--- src/rtl/dmem_arbiter_if.sv ---
// dmem_arbiter_if
//   Bundles the CPU load/store port, the peripheral master port and the data
//   memory port that meet at the data-memory arbiter.
//   Modports:
//     slave  - the arbiter: takes CPU/peripheral requests and memory read data,
//              drives stall/grant/read-data and the memory control signals.
//     master - the surrounding system (CPU, peripheral and memory together).
//   Parameters: AW address width, DW data width.
interface dmem_arbiter_if #(
  parameter int AW = 32,
  parameter int DW = 32
);
  // CPU load/store port
  logic          cpu_rd;
  logic          cpu_wr;
  logic [AW-1:0] cpu_addr;
  logic [DW-1:0] cpu_wdata;
  logic [DW-1:0] cpu_rdata;
  logic          cpu_stall;
  // Peripheral master port
  logic          per_req;
  logic          per_wr;
  logic          per_lock;
  logic [AW-1:0] per_addr;
  logic [DW-1:0] per_wdata;
  logic          per_gnt;
  logic [DW-1:0] per_rdata;
  logic          per_rvalid;
  // Data memory port
  logic          mem_rd;
  logic          mem_wr;
  logic [AW-1:0] mem_addr;
  logic [DW-1:0] mem_wdata;
  logic [DW-1:0] mem_rdata;

  modport slave (
    input  cpu_rd, cpu_wr, cpu_addr, cpu_wdata,
    output cpu_rdata, cpu_stall,
    input  per_req, per_wr, per_lock, per_addr, per_wdata,
    output per_gnt, per_rdata, per_rvalid,
    output mem_rd, mem_wr, mem_addr, mem_wdata,
    input  mem_rdata
  );

  modport master (
    output cpu_rd, cpu_wr, cpu_addr, cpu_wdata,
    input  cpu_rdata, cpu_stall,
    output per_req, per_wr, per_lock, per_addr, per_wdata,
    input  per_gnt, per_rdata, per_rvalid,
    input  mem_rd, mem_wr, mem_addr, mem_wdata,
    output mem_rdata
  );
endinterface

--- src/rtl/dmem_arbiter.sv ---
// dmem_arbiter
//   Shares one single-cycle data memory between the CPU load/store port and a
//   single peripheral master (UART/DMA). The CPU owns the memory by default;
//   the peripheral is served when the CPU is idle, when it has been starved for
//   MAX_WAIT cycles, or while it holds a locked burst (up to MAX_BURST grants).
//   cpu_stall freezes the CPU for any cycle in which its access is not served.
//   Ports:
//     clk    rising-edge clock
//     reset  synchronous, active-low
//     bus    dmem_arbiter_if.slave: CPU port, peripheral port, memory port
//   Parameters: AW, DW, MAX_WAIT (1..15), MAX_BURST (1..15).
//   Build option: define ARB_RR_EN to replace the fixed-priority/starvation
//   guard with round-robin between contested CPU and peripheral requests.
module dmem_arbiter #(
  parameter int AW        = 32,
  parameter int DW        = 32,
  parameter int MAX_WAIT  = 4,
  parameter int MAX_BURST = 8
) (
  input logic            clk,
  input logic            reset,
  dmem_arbiter_if.slave  bus
);

  typedef enum logic {
    S_CPU = 1'b0,
    S_PER = 1'b1
  } state_t;

  localparam logic [3:0] MAX_WAIT_C  = 4'(MAX_WAIT);
  localparam logic [3:0] MAX_BURST_C = 4'(MAX_BURST);

  state_t        state;
  state_t        state_nx;
  logic [3:0]    wait_cnt;
  logic [3:0]    burst_cnt;
  logic          cpu_act;
  logic          cpu_srv;
  logic          per_srv;
  logic          per_win;
  logic [DW-1:0] rdata_q;
  logic          rvalid_q;
  logic [AW-1:0] addr_mux;
  logic [DW-1:0] wdata_mux;

  assign cpu_act = bus.cpu_rd | bus.cpu_wr;

  // Whether the peripheral takes the memory in S_CPU this cycle.
`ifdef ARB_RR_EN
  // last_per = 1 when the most recent contested grant went to the peripheral.
  logic last_per;
  always_comb per_win = bus.per_req & (~cpu_act | ~last_per);
`else
  always_comb per_win = bus.per_req & (~cpu_act | (wait_cnt == MAX_WAIT_C));
`endif

  // Next state and who is served. Nothing is served while reset is low.
  always_comb begin
    state_nx = state;
    cpu_srv  = 1'b0;
    per_srv  = 1'b0;
    if (reset) begin
      case (state)
        S_CPU: begin
          if (per_win) begin
            per_srv = 1'b1;
            // A one-grant burst limit means the lock can never extend.
            if (bus.per_lock && (MAX_BURST_C != 4'd1)) state_nx = S_PER;
          end else begin
            cpu_srv = cpu_act;
          end
        end
        S_PER: begin
          if (bus.per_req) begin
            per_srv = 1'b1;
            // burst_cnt counts grants already made; this grant is one more.
            if (!bus.per_lock || (burst_cnt + 4'd1 == MAX_BURST_C)) state_nx = S_CPU;
          end else begin
            cpu_srv  = cpu_act;
            state_nx = S_CPU;
          end
        end
        default: state_nx = S_CPU;
      endcase
    end
  end

  assign addr_mux  = per_srv ? bus.per_addr  : bus.cpu_addr;
  assign wdata_mux = per_srv ? bus.per_wdata : bus.cpu_wdata;

  assign bus.mem_rd     = (cpu_srv & bus.cpu_rd) | (per_srv & ~bus.per_wr);
  assign bus.mem_wr     = (cpu_srv & bus.cpu_wr) | (per_srv &  bus.per_wr);
  assign bus.mem_addr   = addr_mux;
  assign bus.mem_wdata  = wdata_mux;
  assign bus.cpu_rdata  = bus.mem_rdata;
  assign bus.cpu_stall  = per_srv & cpu_act;
  assign bus.per_gnt    = per_srv;
  assign bus.per_rdata  = rdata_q;
  assign bus.per_rvalid = rvalid_q;

  always_ff @(posedge clk) begin
    if (!reset) begin
      state     <= S_CPU;
      wait_cnt  <= 4'd0;
      burst_cnt <= 4'd0;
      rdata_q   <= '0;
      rvalid_q  <= 1'b0;
`ifdef ARB_RR_EN
      last_per  <= 1'b0;
`endif
    end else begin
      state <= state_nx;

      if (per_srv)                   wait_cnt <= 4'd0;
      else if (bus.per_req) begin
        if (wait_cnt != MAX_WAIT_C)  wait_cnt <= wait_cnt + 4'd1;
      end else                       wait_cnt <= 4'd0;

      // A grant from S_CPU is the first of a potential burst.
      if (state == S_CPU)            burst_cnt <= {3'b000, per_srv};
      else if (per_srv)              burst_cnt <= burst_cnt + 4'd1;

      rvalid_q <= per_srv & ~bus.per_wr;
      if (per_srv & ~bus.per_wr)     rdata_q <= bus.mem_rdata;

`ifdef ARB_RR_EN
      if ((state == S_CPU) && cpu_act && bus.per_req) last_per <= per_srv;
`endif
    end
  end

endmodule

--- src/flat_wrapper.sv ---
// flat-port wrapper written by rule: the top's interface ports become plain ports
module dmem_arbiter_flat 
#(
  parameter int AW        = 32,
  parameter int DW        = 32,
  parameter int MAX_WAIT  = 4,
  parameter int MAX_BURST = 8
)
  (clk, reset, bus_cpu_rd, bus_cpu_wr, bus_cpu_addr, bus_cpu_wdata, bus_cpu_rdata, bus_cpu_stall, bus_per_req, bus_per_wr, bus_per_lock, bus_per_addr, bus_per_wdata, bus_per_gnt, bus_per_rdata, bus_per_rvalid, bus_mem_rd, bus_mem_wr, bus_mem_addr, bus_mem_wdata, bus_mem_rdata);
  dmem_arbiter_if #(.AW(AW), .DW(DW)) bus_i ();
  input logic clk;
  input logic reset;
  input wire logic [$bits(bus_i.cpu_rd)-1:0] bus_cpu_rd;
  input wire logic [$bits(bus_i.cpu_wr)-1:0] bus_cpu_wr;
  input wire logic [$bits(bus_i.cpu_addr)-1:0] bus_cpu_addr;
  input wire logic [$bits(bus_i.cpu_wdata)-1:0] bus_cpu_wdata;
  output wire logic [$bits(bus_i.cpu_rdata)-1:0] bus_cpu_rdata;
  output wire logic [$bits(bus_i.cpu_stall)-1:0] bus_cpu_stall;
  input wire logic [$bits(bus_i.per_req)-1:0] bus_per_req;
  input wire logic [$bits(bus_i.per_wr)-1:0] bus_per_wr;
  input wire logic [$bits(bus_i.per_lock)-1:0] bus_per_lock;
  input wire logic [$bits(bus_i.per_addr)-1:0] bus_per_addr;
  input wire logic [$bits(bus_i.per_wdata)-1:0] bus_per_wdata;
  output wire logic [$bits(bus_i.per_gnt)-1:0] bus_per_gnt;
  output wire logic [$bits(bus_i.per_rdata)-1:0] bus_per_rdata;
  output wire logic [$bits(bus_i.per_rvalid)-1:0] bus_per_rvalid;
  output wire logic [$bits(bus_i.mem_rd)-1:0] bus_mem_rd;
  output wire logic [$bits(bus_i.mem_wr)-1:0] bus_mem_wr;
  output wire logic [$bits(bus_i.mem_addr)-1:0] bus_mem_addr;
  output wire logic [$bits(bus_i.mem_wdata)-1:0] bus_mem_wdata;
  input wire logic [$bits(bus_i.mem_rdata)-1:0] bus_mem_rdata;
  assign bus_i.cpu_rd = bus_cpu_rd;
  assign bus_i.cpu_wr = bus_cpu_wr;
  assign bus_i.cpu_addr = bus_cpu_addr;
  assign bus_i.cpu_wdata = bus_cpu_wdata;
  assign bus_cpu_rdata = bus_i.cpu_rdata;
  assign bus_cpu_stall = bus_i.cpu_stall;
  assign bus_i.per_req = bus_per_req;
  assign bus_i.per_wr = bus_per_wr;
  assign bus_i.per_lock = bus_per_lock;
  assign bus_i.per_addr = bus_per_addr;
  assign bus_i.per_wdata = bus_per_wdata;
  assign bus_per_gnt = bus_i.per_gnt;
  assign bus_per_rdata = bus_i.per_rdata;
  assign bus_per_rvalid = bus_i.per_rvalid;
  assign bus_mem_rd = bus_i.mem_rd;
  assign bus_mem_wr = bus_i.mem_wr;
  assign bus_mem_addr = bus_i.mem_addr;
  assign bus_mem_wdata = bus_i.mem_wdata;
  assign bus_i.mem_rdata = bus_mem_rdata;
  dmem_arbiter #(.AW(AW), .DW(DW), .MAX_WAIT(MAX_WAIT), .MAX_BURST(MAX_BURST)) u_core (.clk(clk), .reset(reset), .bus(bus_i));
endmodule
--- config.mk ---
export PLATFORM = sky130hd
export DESIGN_NAME = dmem_arbiter_flat
export DESIGN_NICKNAME = d
export VERILOG_FILES = /design/src/rtl/dmem_arbiter_if.sv /design/src/rtl/dmem_arbiter.sv /design/src/flat_wrapper.sv
export SDC_FILE = /design/constraint.sdc
export NUM_CORES = 1
export LEC_CHECK = 0
export BUFFER_PORTS_ARGS = -buffer_cell sky130_fd_sc_hd__buf_2
export CAP_MARGIN = 20
export CORE_AREA = 2 2 117 119
export DETAILED_ROUTE_END_ITERATION = 8
export DIE_AREA = 0 0 119 121
export SYNTH_ARGS = -nofsm -noshare
export SYNTH_HDL_FRONTEND = slang
export SYNTH_SLANG_ARGS = --single-unit
--- constraint.sdc ---
create_clock -name clk -period 2 [get_ports clk]
set_clock_uncertainty 0.05 [all_clocks]
set_input_delay 0.2 -clock clk [delete_from_list [all_inputs] [get_ports clk]]
set_output_delay 0.2 -clock clk [all_outputs]
set_load 0.1 [all_outputs]
Yosys cells after proc, flatten, opt, wreduce, memory -nomap -nowiden:

Index checks and enable logic that the tools add are counted.

* logic and storage cells: 48
* latch bits: 0
* output and inout bits: 133
* memories: 0
* RAM bits: 0
* bits in read-only memories: 0
* register bits after elaboration: 42

* div/mod/pow operators: 0
* mux-type cells: 17
* shifts and indexed selects: 0
* reductions and logical operators: 4
* $add $sub $neg: 2
* equality and inequality tests: 4
* magnitude comparators: 0
* multipliers: 0
* bitwise logic cells: 15

Operator list (number)
* 32-bit two-way mux: 2
* 1-bit two-way mux: 12
* 4-bit by 1-bit adder with 4-bit output (second input constant): 2
* 1-bit bitwise AND: 6
* 1-bit case mux with 2 select lines: 3
* 1-bit NOT: 5
* 4-bit by 3-bit equality test with 1-bit output (second input constant): 1
* 4-bit equality test (second input constant): 1
* 4-bit by 3-bit != test with 1-bit output (second input constant): 1
* 1-bit OR: 4
* 3-bit OR reduction: 1
* 2-bit != test (second input constant): 1
* 2-bit AND reduction: 1
* 1-bit logical NOT: 1
* 1-bit logical OR: 1

Depth between registers and ports, before layout:

* depth in word-level cells: 9
* gate-level depth with buffers: 8
* gate-level depth less buffers: 6

Least setup slack after synthesis:

No wires, ideal clock.

* kind: reg2out
* from: reg u_core.wait_cnt[0]
* to: out bus_mem_wr
* data arrival time: 2.725 ns
* cell stages (with the launch flop): 6
* required time: 1.750 ns
* setup slack: -0.975 ns
* path buffers: 0
* path through: dfxtp_1 > inv_1 > ha_1 > nand3b_1 > a21boi_0 > mux2i_1

* longest elaborated chain between the ends: 8
* elaborated cells on any way between the ends: 12

Ends and longest elaborated chain
* from (decl): RTL line dmem_arbiter.sv:35 `logic [3:0] wait_cnt;`
* from (signal assigned): RTL line dmem_arbiter.sv:116 `if (wait_cnt != MAX_WAIT_C) wait_cnt <= wait_cnt + 4'd1;`
* 4-bit by 3-bit equality test with 1-bit output (*): RTL line dmem_arbiter.sv:54 `always_comb per_win = bus.per_req & (~cpu_act | (wait_cnt == MAX_WAIT_C));`
* 1-bit OR (*): RTL line dmem_arbiter.sv:54
* 1-bit bitwise AND (*): RTL line dmem_arbiter.sv:54
* 1-bit two-way mux: RTL line dmem_arbiter.sv:65 `if (per_win) begin`
* 1-bit case mux with 2 select lines: RTL line dmem_arbiter.sv:63 `case (state)`
* 1-bit two-way mux: RTL line dmem_arbiter.sv:62 `if (reset) begin`
* 1-bit bitwise AND: RTL line dmem_arbiter.sv:92 `assign bus.mem_wr = (cpu_srv & bus.cpu_wr) | (per_srv & bus.per_wr);`
* 1-bit OR (*): RTL line dmem_arbiter.sv:92
* to (decl): RTL line flat_wrapper.sv:28 `output wire logic [$bits(bus_i.mem_wr)-1:0] bus_mem_wr;`

Mark *: on every way between the ends. The rest lies on a longest branch, timed or not.

Worst setup path after layout:

* from: reg u_core.wait_cnt[1]
* to: out bus_mem_wdata[26]

* longest elaborated chain between the ends: 7

Ends and longest elaborated chain
* 4-bit by 3-bit equality test with 1-bit output: RTL line dmem_arbiter.sv:54
* 1-bit OR: RTL line dmem_arbiter.sv:54
* 1-bit bitwise AND: RTL line dmem_arbiter.sv:54
* 1-bit two-way mux: RTL line dmem_arbiter.sv:65
* 1-bit case mux with 2 select lines: RTL line dmem_arbiter.sv:63
* 1-bit two-way mux: RTL line dmem_arbiter.sv:62
* 32-bit two-way mux: RTL line dmem_arbiter.sv:89 `assign wdata_mux = per_srv ? bus.per_wdata : bus.cpu_wdata;`
* to (decl): RTL line flat_wrapper.sv:30 `output wire logic [$bits(bus_i.mem_wdata)-1:0] bus_mem_wdata;`

Every way passes these cells.

==> flow_metrics.tcl <==
set metrics [dict create \
    outcome "finished, violations left" \
    violations "negative setup slack" \
    num-nets-final 751 \
    hold_viol 0 \
    gp_congestion 0.822 \
    grt_use_total_pct 13.5 \
    final_cells 759 \
    setup_slack_ns -0.125 \
    synth.area.top_cells "dfxtp_1 29%, mux2_2 19%, mux2i_1 12%" \
    post-place-cells 743 \
    overflow 0 \
    worstPathRequired_ns 1.75 \
    holdCritPathClass "primary input to flip-flop" \
    io_pins 300 \
    start_kind "flip-flop" \
    drc 0 \
    cts_sinks 42 \
    drt-wirelength-per-cell_um 13.7 \
    die_w_um 119 \
    grt_use_met2_pct 25.3 \
    tightestPinTransition_ns 0.685 \
    ys_ff_latch 42 \
    std_cell_rows 42 \
    vias 3152 \
    path_max_fanout 24 \
    ys_warn_count 0 \
    synthDistinctLibCells 33 \
    cts_buffers 5 \
    seq_area_frac_synth_pct 29.3 \
    fin_crit_ns 2.13 \
    root_buffer "clkbuf_16" \
    dr.pass1.iters 4 \
    synth_edf_count 0 \
    yosysTopAreaCell "dfxtp_1" \
    ant_nets 0 \
    p_per_area_nw_per_um2 652 \
    use_met3_pct 2.82 \
    grt_pass1_wl_um 15600 \
    async_flop_share_pct 0 \
    clk_path_buf_depth 2 \
    maxSlewHeadroom_pct 54.3 \
    antenna_found_initial 2 \
    grt_max_degree 75 \
    hpwl_um 8950 \
    grt.busiest_layer "met2" \
    drtIter0Drc 111 \
    peakVddDrop_uv 369 \
    p_leak_nw 2.90 \
    finalSetupViolations 65 \
    crit_arrival_ns 1.88 \
    netlist.area_leader.share_pct 29.3 \
    die_area_sq_um 14400 \
    coreArea_sq_um 13100 \
    cts_max_level 2 \
    rsz0062_at_grt "true" \
    slew_violations 0 \
    syn-num-nets 478 \
    worstSetupPathType "flip-flop to output pin" \
    grt_pass1_vias 3173 \
    synth_ff_type "dfxtp_1" \
    fp.dieH_um 121 \
    wl_um 10400 \
    drive_gt1_share_pct 69.4 \
    fmax_ghz 0.471 \
    syn2layout_area_growth_pct 101 \
    initial_core_util_pct 21.9 \
    cts_tree "done" \
    timing.final.crit_share_pct 106 \
    maxCapViolations 0 \
    avgSynthCellArea_sq_um 9.31 \
    tns_ns -5.61 \
    syn_inst 308 \
    viasPerCell 4.15 \
    end_kind "output pin" \
    io_buffer_count 299 \
    clk_pin_slew_worst_paths_ns 0.06 \
    syn-cell-area_sq_um 2870 \
    insertion_delay_ns 0.27 \
    grt_use_met1_pct 15.4 \
]
==> per-stage QoR <==
step / power (mW) / instance area (sq um) / util, % / setup WS, ns / hold slack, ns
after floorplan: 2.22 / 2920 / - / -0.152 / 0.222
after global placement: 2.84 / 5450 / 41.6 / 0.101 / 0.388
after detailed placement: 2.85 / 5450 / 41.6 / 0.0792 / 0.394
after CTS: 3.80 / 5740 / 43.9 / -0.148 / 0.107
after global routing: 3.90 / 5760 / 44.0 / -0.216 / 0.110
final: 3.76 / 5760 / 44.0 / -0.125 / 0.112
==> critical path: stages (launching register included) <==
cell and delay [ns]:
dfxtp_2 0.33, inv_2 0.04, ha_4 0.15, nand3b_1 0.11, a21o_4 0.21, buf_12 0.19, mux2_2 0.38, buf_12 0.17
==> registers in the layout (all words and copies together), names as in the netlist <==
name,count
u_core.burst_cnt,4
u_core.bus.per_rdata,32
u_core.wait_cnt,4
u_core.state,1
u_core.bus.per_rvalid,1
==> cells by family (layout without fill, tap and decap cells) <==
logic type	Yosys count	after routing	share of synthesized area [%]
AO/OA/AOI/OAI	12	12	3.23
adder cells (fa/ha/maj)	3	3	1.31
other	0	2	0
XOR/XNOR	2	2	0.611
AND/OR/NAND/NOR	94	94	13.4
multiplexers	98	98	39.1
flip-flops	42	42	29.3
buffers and inverters	57	330	13.0
==> final cells by class <==
class	count	area, sq um
multi-input cells	209	1790
clock buffers	6	139
well taps	176	220
clock inverters	1	30.0
flip-flops and latches	42	843
diodes	2	5.00
fillers	1268	7320
inverters	5	22.5
repair buffers	318	2710
==> metal layers <==
layer / vias to the layer above / share of wire [%] / wire [um]
met1: 1425 / 36 / 3760
li1: 1556 / - / -
met4: 0 / 2.0 / 208
met5: - / 0 / 0
met3: 12 / 7.1 / 745
met2: 159 / 55 / 5710
==> what timing repair did <==
item,4_1_cts,5_1_grt
setup buffers,7,1
endpoints found under the setup margin,66,66
pin swaps,2,2
resized for setup,20,5
hold buffers,0,0
==> cells in the final DEF (no fill, tap or decap), drive strengths merged, types with 2 or more instances in the layout <==
cell / synthesis / routed
a21oi: 2 / 2
a31o: 2 / 2
buf: 43 / 318
clkbuf: 9 / 6
dfxtp: 42 / 42
diode: 0 / 2
ha: 3 / 3
inv: 5 / 4
mux2: 64 / 64
mux2i: 34 / 34
nand2: 75 / 75
nand3: 3 / 3
nand4: 2 / 2
nor2: 4 / 4
nor3: 5 / 5
==> path summary, 6_finish.rpt <==
kind	startpoint	endpoint	slack, ns	cells past startpoint
worst min-delay path	bus_per_wr	u_core.bus.per_rvalid	0.11	2
worst max-delay path	u_core.wait_cnt[1]	bus_mem_wdata[26]	-0.13	7
worst max register to register	u_core.wait_cnt[1]	u_core.bus.per_rdata[22]	0.26	8
worst min register to register	u_core.bus.per_rdata[19]	u_core.bus.per_rdata[19]	0.40	2
==> report_power, final <==
group	total, mW	internal, mW	switching, mW
logic	1.99	0.654	1.33
registers	0.866	0.857	0.00948
clock network	0.907	0.615	0.292
==> cell usage after synthesis, types with 2 or more instances <==
cell	count
a31o_2	2
buf_2	7
buf_4	32
buf_6	4
clkbuf_1	9
dfxtp_1	42
ha_1	3
inv_1	5
mux2_2	48
mux2_4	16
mux2i_1	34
nand2_1	75
nand3_1	3
nand4_1	2
nor2_1	4
nor3_1	5
Note: power is estimated with default switching activity, not from simulation.
